File: src/rtl/univ_pkg.sv
// Shared constants for the universal shift register / counter.
// Mode encodings are used by both the RTL and the bench.
package univ_pkg;

  typedef enum logic [2:0] {
    MODE_HOLD = 3'b000,
    MODE_LOAD = 3'b001,
    MODE_SHL  = 3'b010,
    MODE_SHR  = 3'b011,
    MODE_ROTL = 3'b100,
    MODE_ROTR = 3'b101,
    MODE_UP   = 3'b110,
    MODE_DOWN = 3'b111
  } mode_e;

endpackage

File: src/rtl/univ_shift_counter.sv
// Universal register: hold, load, shift, rotate, up/down count.
// Q is the only state; tc and zero are decoded from Q and mode.
module univ_shift_counter
  import univ_pkg::*;
#(
  parameter int WIDTH   = 4,
  parameter int RST_VAL = 0
) (
  input  logic             clk,
  input  logic             r,
  input  logic             en,
  input  logic [2:0]       mode,
  input  logic             sin_l,
  input  logic             sin_r,
  input  logic [WIDTH-1:0] D,
  output logic [WIDTH-1:0] Q,
  output logic             tc,
  output logic             zero
);

  localparam logic [31:0]      RST_W = RST_VAL;
  localparam logic [WIDTH-1:0] RST_Q = RST_W[WIDTH-1:0];
  localparam logic [WIDTH-1:0] ONE   = {{(WIDTH-1){1'b0}}, 1'b1};

  logic [WIDTH-1:0] q_q;
  logic [WIDTH-1:0] q_d;

  always_comb begin
    q_d = q_q;
    if (en) begin
      case (mode_e'(mode))
        MODE_HOLD: q_d = q_q;
        MODE_LOAD: q_d = D;
        MODE_SHL:  q_d = {q_q[WIDTH-2:0], sin_r};
        MODE_SHR:  q_d = {sin_l, q_q[WIDTH-1:1]};
        MODE_ROTL: q_d = {q_q[WIDTH-2:0], q_q[WIDTH-1]};
        MODE_ROTR: q_d = {q_q[0], q_q[WIDTH-1:1]};
        MODE_UP:   q_d = q_q + ONE;
        MODE_DOWN: q_d = q_q - ONE;
        default:   q_d = q_q;
      endcase
    end
  end

  always_ff @(posedge clk) begin
    if (r) q_q <= RST_Q;
    else   q_q <= q_d;
  end

  // tc looks at mode only, so it flags the wrap even while en is low
  always_comb begin
    tc = 1'b0;
    if (mode == MODE_UP)   tc = &q_q;
    if (mode == MODE_DOWN) tc = ~|q_q;
  end

  assign zero = ~|q_q;
  assign Q    = q_q;

endmodule
File: config.mk
export PLATFORM = sky130hd
export DESIGN_NAME = univ_shift_counter
export DESIGN_NICKNAME = d
export VERILOG_FILES = /design/src/rtl/univ_pkg.sv /design/src/rtl/univ_shift_counter.sv
export SDC_FILE = /design/constraint.sdc
export NUM_CORES = 1
export LEC_CHECK = 0
export CAP_MARGIN = 30
export CORE_UTILIZATION = 35
export DETAILED_ROUTE_END_ITERATION = 10
export GPL_ROUTABILITY_DRIVEN = 0
export PLACE_DENSITY = 0.71
export SLEW_MARGIN = 40
export SYNTH_ARGS = -nofsm -noshare
export SYNTH_HDL_FRONTEND = slang
export SYNTH_SLANG_ARGS = --single-unit
File: constraint.sdc
create_clock -name clk -period 4.7 [get_ports clk]
set_clock_uncertainty 0.1 [all_clocks]
set_input_delay 0.94 -clock clk [delete_from_list [all_inputs] [get_ports clk]]
set_output_delay 0.94 -clock clk [all_outputs]
set_load 0.1 [all_outputs]
# After elaboration in Yosys (flattened, before gate mapping)
# Cells that the tools add are included.
# classes
n_addsub	2
n_eq_ne	7
mux	3
bitwise	1
reduce_logical	5
# ops
op	n
$pmux 4 s7	1
$eq 3x3->1 const B	4
$eq 3x2->1 const B	2
$add 4x1->4 const B	1
$reduce_and 4->1	1
$reduce_or 4->1	1
$sub 4x1->4 const B	1
$eq 3x1->1 const B	1
$logic_not 3->1	1
$mux 1	2
$reduce_and 2->1	1
$logic_not 1->1	1
$not 1->1	1
# word_totals
regBits	4
inputBits	12
out_inout_bits	6

# Logic depth before layout (Yosys ltp)
# Gate-level depths: netlist (run 1).
# depth
depth_word	3
ltp_mapped	9
mapped_depth_nobuf	7

# Least setup slack after synthesis (run 1)
# Ideal clock, no wire load.
# synth_path
path_kind	reg2out
start	reg q_q[1], in the netlist Q[1]
end	out tc
t_arrival_ps	4123
slack_ps	-463
path_stages_with_launch	5
n_path_buf	1
path_cell_list	dfxtp_1 > buf_6 > nor4_2 > a32oi_1 > nor2_1
# synth_via
elab_chain_cells	3
elab_cells_between_ends	5
classes_between	2 x mux; 3 x reduce/logical
# synth_rtl
item	line	text
from (decl)	univ_shift_counter.sv:25	logic [WIDTH-1:0] q_q;
from (signal assigned)	univ_shift_counter.sv:47	else q_q <= q_d;
$reduce_or 4->1	--	
$logic_not 1->1	--	
net zero	univ_shift_counter.sv:18	output logic zero
$mux 1	univ_shift_counter.sv:54	if (mode == MODE_DOWN) tc = ~|q_q;
to (decl)	univ_shift_counter.sv:17	output logic tc,
# The timed path passes the listed nets, and every way through them passes these cells.

# Worst setup path in the final report (run 1)
# layout_path
start	in mode[2]
end	out tc
# layout_via
elab_chain_cells	3
elab_cells_between_ends	4
classes_between	2 x eq/ne; 2 x mux
# layout_rtl
item	line	text
from (decl)	univ_shift_counter.sv:12	input logic [2:0] mode,
$eq 3x3->1	univ_shift_counter.sv:53	if (mode == MODE_UP) tc = &q_q;
$mux 1	univ_shift_counter.sv:53	
$mux 1 *	univ_shift_counter.sv:54	
# Mark *: on every way between the ends. The rest lies on a longest branch, timed or not.

==> results.ini, run 1 <==
[critical_path]
crit_path_start_kind = input port
reg2reg_slack_ps = 2880
cp-startpoint = mode[2]
critical_path.endpoint = tc
cp_max_fo = 17
reg2regPathDepth = 6
worstPathRequired_ps = 3660
cp.arrival_ps = 2450
endpoint_kind = primary output
worstSetupPathType = in2out
rr_startpoint = Q[1]
r2r-end = Q[2]

[die]
fp.dieW_um = 41.8
pin_count = 18
initial_utilization_pct = 40.1
die_y_um = 41.8
rows = 13
die_area_um2 = 1750
core_um2 = 1380

[final_layout]
fin_util_pct = 49.6
nNetsFinal = 99
layout_commonest_cell = clkdlybuf4s50_1
drive_gt1_share_pct = 20.2
largest_reg_flops = 4
n_antenna_cell = 0
most-common-layout-cells = clkdlybuf4s50_1 (11), nor2_1 (8), o21ai_0 (7)
areaGrowthSynthToFinish_pct = 23.7

[sta]
hold_violations = 0
post-route-period-util_pct = 74.3
min_period_ps = 3490
fmax_mhz = 286
finalMaxSlewViolations = 0
fin_setup_tns_ps = 0
tightest_slew_ps = 559
setup_viol = 0
rsz0062_at_grt = no
maxSlewHeadroom_pct = 62.6

[placed_design]
portBuffers = 17
dp_hpwl_um = 890

[yosys]
yosysTopAreaCellShare_pct = 14.4
seq_area_frac_synth_pct = 14.4
synth_fp_nets = 82
synthesis.area_um2 = 554
synthTopCellsByArea = dfxtp_1 (14%), o21ai_0 (6.3%), buf_6 (6.1%), nor2b_1 (5.6%), mux2i_1 (5.4%)
syn_inst = 69
synth_seq_cells = 4
synth.distinct_cells = 33
synth.largest_area_cell = dfxtp_1
synth_edf_count = 0
postSynthAreaPerCell_um2 = 8.03
synth-async-reset-ratio_pct = 0
ys.flop_type = dfxtp_1
ys_warn_count = 0

[power]
power.leakage_uw = 0.000270
pwr_density_cell_nw_per_um2 = 251
vdd_ir_drop_max_mv = 0.197

[grt]
grt_use_met1_pct = 16.9
grt_max_degree = 18
grt_remaining_overflow = 0
track_usage_pct = 13.5
grt_pass1_wl_um = 1910
use_met3_pct = 4.35
antenna_found_initial = 0
grt_pass1_vias = 481
met2_usage_pct = 22.8
busiest_layer = met2

[detailed_routing]
wl_um = 1150
drcViolationCount = 0
vias = 561
ant_nets = 0
first_pass_iters = 4
drt-initial-drc-count = 19
avgRoutedWirePerCell_um = 11.6
routed_via_density = 5.67

[outcome]
status = completed

[cts]
htree_levels = 1
cts.sinks = 4
clockBufferDepth = 2
cts_buffers = 3
cts_tree = built
cts_resized = 0
cts_setup_buffers = 0
cts_hold_buffers = 0
clk_pin_slew_ps = 40
root_buffer = clkbuf_4
clock_latency_ps = 240

[min_path]
hp-class = reg2reg

[flow_run]
maxCapViolCount = 0

-- per-layer routing --
| metal | wire (um) | vias up |
|---|---|---|
| met3 | 76 | 0 |
| li1 | - | 289 |
| met2 | 556 | 18 |
| met5 | 0 | - |
| met4 | 0 | 0 |
| met1 | 515 | 254 |
-- final cells by class --
cell class,instances,area (um2)
Tap cell,15,18.8
Fill cell,160,697
Clock buffer,3,22.5
Timing Repair Buffer,18,150
Inverter,3,11.3
Multi-Input combinational cell,56,403
Sequential cell,4,80.1
-- worst max-delay path, cell delays in order --
cell             delay (ps)
clkdlybuf4s50_1         820
nand2_1                 230
nor2_1                  160
buf_4                   300
-- report_power, final --
| part | internal, uW | switching [uW] |
|---|---|---|
| logic | 27.9 | 56.5 |
| clock network | 28.6 | 14.5 |
| registers | 36.9 | 7.66 |
-- cell families (layout without fill, tap and decap cells) --
kind of cell,Yosys count,in the layout,synth area share [%]
simple gates,29,29,29.8
mux,4,4,7.45
buf+inv,9,24,14.4
flops,4,4,14.4
compound gates,21,21,30.0
fa+ha+maj,1,1,2.26
xor+xnor,1,1,1.58
-- worst min-delay path by stage --
stage / startpoint / end / slack, ps / cells after the start
6_report: Q[2] / Q[2] / 520 / 2
5_1_grt: Q[2] / Q[2] / 570 / 2
4_1_cts: Q[2] / Q[2] / 530 / 2
3_5_place_dp: Q[2] / Q[2] / 520 / 2
3_3_place_gp: Q[2] / Q[2] / 530 / 2
2_1_floorplan: r / Q[0] / 910 / 1
-- synth_stat cells, drive strengths merged (2+ instances only) --
cell,instances
nor2,8
o21ai,7
buf,6
nor2b,5
a211oi,4
dfxtp,4
nand2,4
inv,3
mux2i,3
a31oi,2
nand3,2
nor3,2
nor3b,2
nor4,2
-- per-stage QoR --
step	instances	total power [uW]	hold WS (ps)	setup slack [ps]	cell area, um2
floorplan	69	115	906	244	563
global placement	96	134	532	1220	688
detailed placement	96	130	522	1190	663
CTS	99	173	528	1190	686
global route	99	180	569	1090	686
finish	99	172	524	1210	686
No activity file was read; power rests on OpenSTA's default activity.
==> run 2, diff against run 1 <==
--- a/config.mk
+++ b/config.mk
@@ -9,7 +9,7 @@
 export CORE_UTILIZATION = 35
 export DETAILED_ROUTE_END_ITERATION = 10
 export GPL_ROUTABILITY_DRIVEN = 0
-export PLACE_DENSITY = 0.71
+export PLACE_DENSITY = 0.73
 export SLEW_MARGIN = 40
 export SYNTH_ARGS = -nofsm -noshare
 export SYNTH_HDL_FRONTEND = slang
==> constraint.sdc (replaced) <==
create_clock -name clk -period 2.8 [get_ports clk]
set_clock_uncertainty 0.1 [all_clocks]
set_input_delay 0.56 -clock clk [delete_from_list [all_inputs] [get_ports clk]]
set_output_delay 0.56 -clock clk [all_outputs]
set_load 0.1 [all_outputs]
==> run 2 against run 1 <==
  * Global-route usage grew 4.3 points
  * Critical endpoint unchanged
  * Count of clock-buffer cells in the layout stayed put
  * Cell area increased by 11%
  * Die area did not move
  * Total power is 79% higher
  * Utilization rose by 5.6 points
  * Sequential share of layout area increased by 0.78 points
==> results.ini, run 2 (synthesis gave the netlist of run 1 again) <==
[outcome]
status = completed

[detailed_routing]
routed_via_density = 5.68
avgRoutedWirePerCell_um = 14.3
drt-initial-drc-count = 11
vias = 579
drcViolationCount = 0
first_pass_iters = 4
wl_um = 1460
ant_nets = 0

[grt]
grt_max_degree = 11
antenna_found_initial = 0
track_usage_pct = 17.7
grt_pass1_wl_um = 2410
grt_remaining_overflow = 0
grt_pass1_vias = 507

[sta]
rsz0062_at_grt = no
maxSlewHeadroom_pct = 76.2
setup_viol = 0
hold_violations = 0
post-route-period-util_pct = 91.7
fmax_mhz = 390
tightest_slew_ps = 348
fin_ws_ps = 234
min_period_ps = 2570
finalMaxSlewViolations = 0

[critical_path]
reg2regPathDepth = 6
worstSetupPathType = in2out
cp_max_fo = 4
cp-startpoint = mode[0]
reg2reg_slack_ps = 1190
worst_path_max_delay_cell = clkdlybuf4s50_1
endpoint_kind = primary output
critical_path.endpoint = tc
worstPathRequired_ps = 2140
cp_cell_sequence = clkdlybuf4s50_1 -> and3b_2 -> a32oi_2 -> nor2_4 -> buf_12
rr_startpoint = Q[1]
r2r-end = Q[2]
crit_path_max_incr_delay_ps = 550
crit_path_start_kind = input port
cp.arrival_ps = 1910

[power]
clockPowerShare_pct = 23.7
power.leakage_uw = 0.000295
p_int_uw = 166
p_sw_share_pct = 45.8
pwr_density_cell_nw_per_um2 = 402
seq_power_share_pct = 25.0
power.switching_uw = 141
vdd_ir_drop_max_mv = 0.148
pwr-share-comb_pct = 51.3

[die]
die_area_um2 = 1750
core_um2 = 1380
fp.dieW_um = 41.8
initial_utilization_pct = 40.1
rows = 13
die_y_um = 41.8
pin_count = 18

[cts]
cts_resized = 0
cts_setup_buffers = 0
cts_tree = built
clock_latency_ps = 240
cts_hold_buffers = 0
clockBufferDepth = 2
clk_pin_slew_ps = 40
cts_buffers = 3
root_buffer = clkbuf_4
cts.sinks = 4
htree_levels = 1

[final_layout]
n_antenna_cell = 0
layout_commonest_cell = clkdlybuf4s50_1
postLayoutCellArea_um2 = 763
multi_input_area_um2 = 418
largest_reg_flops = 4
areaGrowthSynthToFinish_pct = 37.7
fin_util_pct = 55.2
most-common-layout-cells = clkdlybuf4s50_1 (11), buf_4 (9), o21ai_0 (7), nor2_1 (7), nor2b_1 (5)
fin_cells = 102
nNetsFinal = 102
regArea_um2 = 95.1
drive_gt1_share_pct = 29.9
fillers = 138

[placed_design]
dp_hpwl_um = 1080
place_inst = 99
portBuffers = 17
dpl_worst_slack_ps = 252
dpl_cell_area_um2 = 741

[min_path]
hp-class = reg2reg

[flow_run]
maxCapViolCount = 0

-- run 2: changes by cell type in the layout (fill, tap and decap cells not counted), sizes merged --
cell and delta:
buf +3
-- run 2: critical path: cells and delay by family --
| kind | cells | cell delay [ps] |
|---|---|---|
| AND/OR/NAND/NOR | 2 | 330 |
| buffers and inverters | 2 | 720 |
| AO/OA/AOI/OAI | 1 | 280 |
-- run 2: how the worst min path moves through the flow --
stage / start / to / slack [ps] / cells past startpoint
after floorplan: r / Q[0] / 520 / 1
after global placement: Q[2] / Q[2] / 450 / 2
after detailed placement: Q[2] / Q[2] / 460 / 2
after CTS: Q[2] / Q[2] / 470 / 2
after global routing: Q[0] / Q[0] / 500 / 2
final: Q[2] / Q[2] / 470 / 2
-- run 2: layout make-up --
cell class | instances | area share (%)
Inverter | 3 | 1.48
Tap cell | 15 | 2.46
Clock buffer | 3 | 2.95
Sequential cell | 4 | 12.5
Multi-Input combinational cell | 56 | 54.8
Timing Repair Buffer | 21 | 25.9
-- run 2: metrics by stage --
step	power [uW]	hold slack [ps]	setup TNS [ps]
after global placement	232	451	0
after floorplan	195	517	-224
final	307	470	0
after CTS	307	471	0
after detailed placement	234	463	0
after global routing	325	502	0
-- run 2: power groups by stage --
stage,combinational [uW],clock (uW),sequential (uW)
4_1_cts,157,73.4,76.4
3_3_place_gp,155,0,77.1
3_5_place_dp,157,0,77.1
2_1_floorplan,91.3,0,104
5_1_grt,166,81.0,77.6
6_report,158,72.6,76.8
-- run 2: per-layer routing --
layer,vias to the layer above,track usage [%],share of wire [%]
met4,0,5.81,0
met2,13,27.2,47
met3,0,2.61,2.5
li1,296,-,-
met1,270,25.1,50
met5,-,0,0
==> run 3, diff against run 2 <==
--- a/config.mk
+++ b/config.mk
@@ -6,10 +6,12 @@
 export NUM_CORES = 1
 export LEC_CHECK = 0
 export CAP_MARGIN = 30
+export CORE_MARGIN = 5
 export CORE_UTILIZATION = 35
 export DETAILED_ROUTE_END_ITERATION = 10
 export GPL_ROUTABILITY_DRIVEN = 0
 export PLACE_DENSITY = 0.73
+export SKIP_LAST_GASP = 1
 export SLEW_MARGIN = 40
 export SYNTH_ARGS = -nofsm -noshare
 export SYNTH_HDL_FRONTEND = slang
==> run 3 against run 2 <==
  * Sequential share of layout area up 0.10 points
  * Wire length down 5.9%
  * Utilization down 5.0 points
  * Sequential power down 0.7%
  * Highest routed layer is now met4
  * Total power down 1.4%
  * Register-to-register slack worse by 40 ps
  * Count of clock-buffer cells in the layout unchanged
  * Sequential cell count unchanged
  * Via count up 0.17%
==> results.ini, run 3 (synthesis gave the netlist of run 1 again) <==
[critical_path]
cp_max_fo = 6
crit_path_start_kind = input port
endpoint_kind = primary output
worstSetupPathType = in2out
worstPathRequired_ps = 2140
cp.arrival_ps = 1920

[cts]
cts_resized = 0
clockBufferDepth = 2
root_buffer = clkbuf_4
cts_buffers = 3
cts.sinks = 4
cts_setup_buffers = 0
clock_latency_ps = 240
cts_hold_buffers = 0
cts_tree = built
clk_pin_slew_ps = 40
htree_levels = 1

[final_layout]
fillers = 153
largest_reg_flops = 4
drive_gt1_share_pct = 29.1
fin_cells = 102
most-common-layout-cells = clkdlybuf4s50_1 (11), buf_4 (8), o21ai_0 (7), nor2_1 (7), nor2b_1 (5)
fin_util_pct = 50.2
postLayoutCellArea_um2 = 757
nNetsFinal = 101
layout_commonest_cell = clkdlybuf4s50_1
n_antenna_cell = 0
areaGrowthSynthToFinish_pct = 36.6

[placed_design]
place_inst = 99
dpl_cell_area_um2 = 734
portBuffers = 17
dp_hpwl_um = 1090

[power]
pwr_density_cell_nw_per_um2 = 400
power.leakage_uw = 0.000291
vdd_ir_drop_max_mv = 0.124

[die]
die_y_um = 49.8
rows = 14
core_um2 = 1510
pin_count = 18
initial_utilization_pct = 36.8
die_area_um2 = 2480
fp.dieW_um = 49.8

[detailed_routing]
first_pass_iters = 4
drt-initial-drc-count = 14
ant_nets = 0
drcViolationCount = 0
wl_um = 1380
avgRoutedWirePerCell_um = 13.5
vias = 580
routed_via_density = 5.69

[sta]
maxSlewHeadroom_pct = 78.6
post-route-period-util_pct = 92.2
rsz0062_at_grt = no
fmax_mhz = 387
tightest_slew_ps = 312
setup_viol = 0
hold_violations = 0
hold_slack_ps = 467
finalMaxSlewViolations = 0
min_period_ps = 2580

[grt]
antenna_found_initial = 0
grt_max_degree = 12
grt_pass1_vias = 558
track_usage_pct = 11.8
grt_remaining_overflow = 0
grt_pass1_wl_um = 2330

[flow_run]
maxCapViolCount = 0

[min_path]
hp-class = reg2reg

[outcome]
status = completed

-- run 3: cell types whose count changed in the layout (fill, tap and decap cells not counted), sizes merged --
cell  change
buf       -1
-- run 3: worst paths after layout --
| check | cells after the start | slack (ps) | end | from |
|---|---|---|---|---|
| setup / recovery | 5 | 220 | tc | mode[0] |
| hold / removal | 2 | 470 | Q[2] | Q[2] |
| setup reg to reg | 6 | 1150 | Q[2] | Q[1] |
| hold reg to reg | 2 | 470 | Q[2] | Q[2] |
-- run 3: power by group --
part / leakage (uW) / internal [uW] / switching, uW
Clock: 0.0000138 / 47.9 / 23.5
Sequential: 0.0000356 / 61.9 / 14.4
Combinational: 0.000241 / 55.6 / 99.6
-- run 3: layer usage --
layer / vias to the layer above / track usage (%) / share of wire, %
met3: 2 / 2.71 / 4.5
li1: 290 / - / -
met4: 0 / 8.30 / 1.0
met2: 21 / 17.8 / 50
met5: - / 0 / 0
met1: 267 / 14.4 / 45
-- run 3: layout make-up --
cell class              count  area (um2)  area share [%]
repair buffers             20         190            25.1
inverters                   3        11.3            1.49
flip-flops and latches      4        95.1            12.6
clock buffers               3        22.5            2.98
multi-input cells          56         418            55.2
well taps                  16        20.0            2.64
-- run 3: critical path, cell delays in order --
cell and delay, ps:
clkdlybuf4s50_1 590, and3b_2 260, a32oi_2 270, nor2_4 70, buf_12 160
-- run 3: stage by stage --
step                      worst slack, ps  setup TNS (ps)  power [uW]
after floorplan                      -224            -224         195
final                                 219               0         303
after CTS                             225               0         307
after global placement                253               0         230
after global routing                  185               0         322
after detailed placement              230               0         233
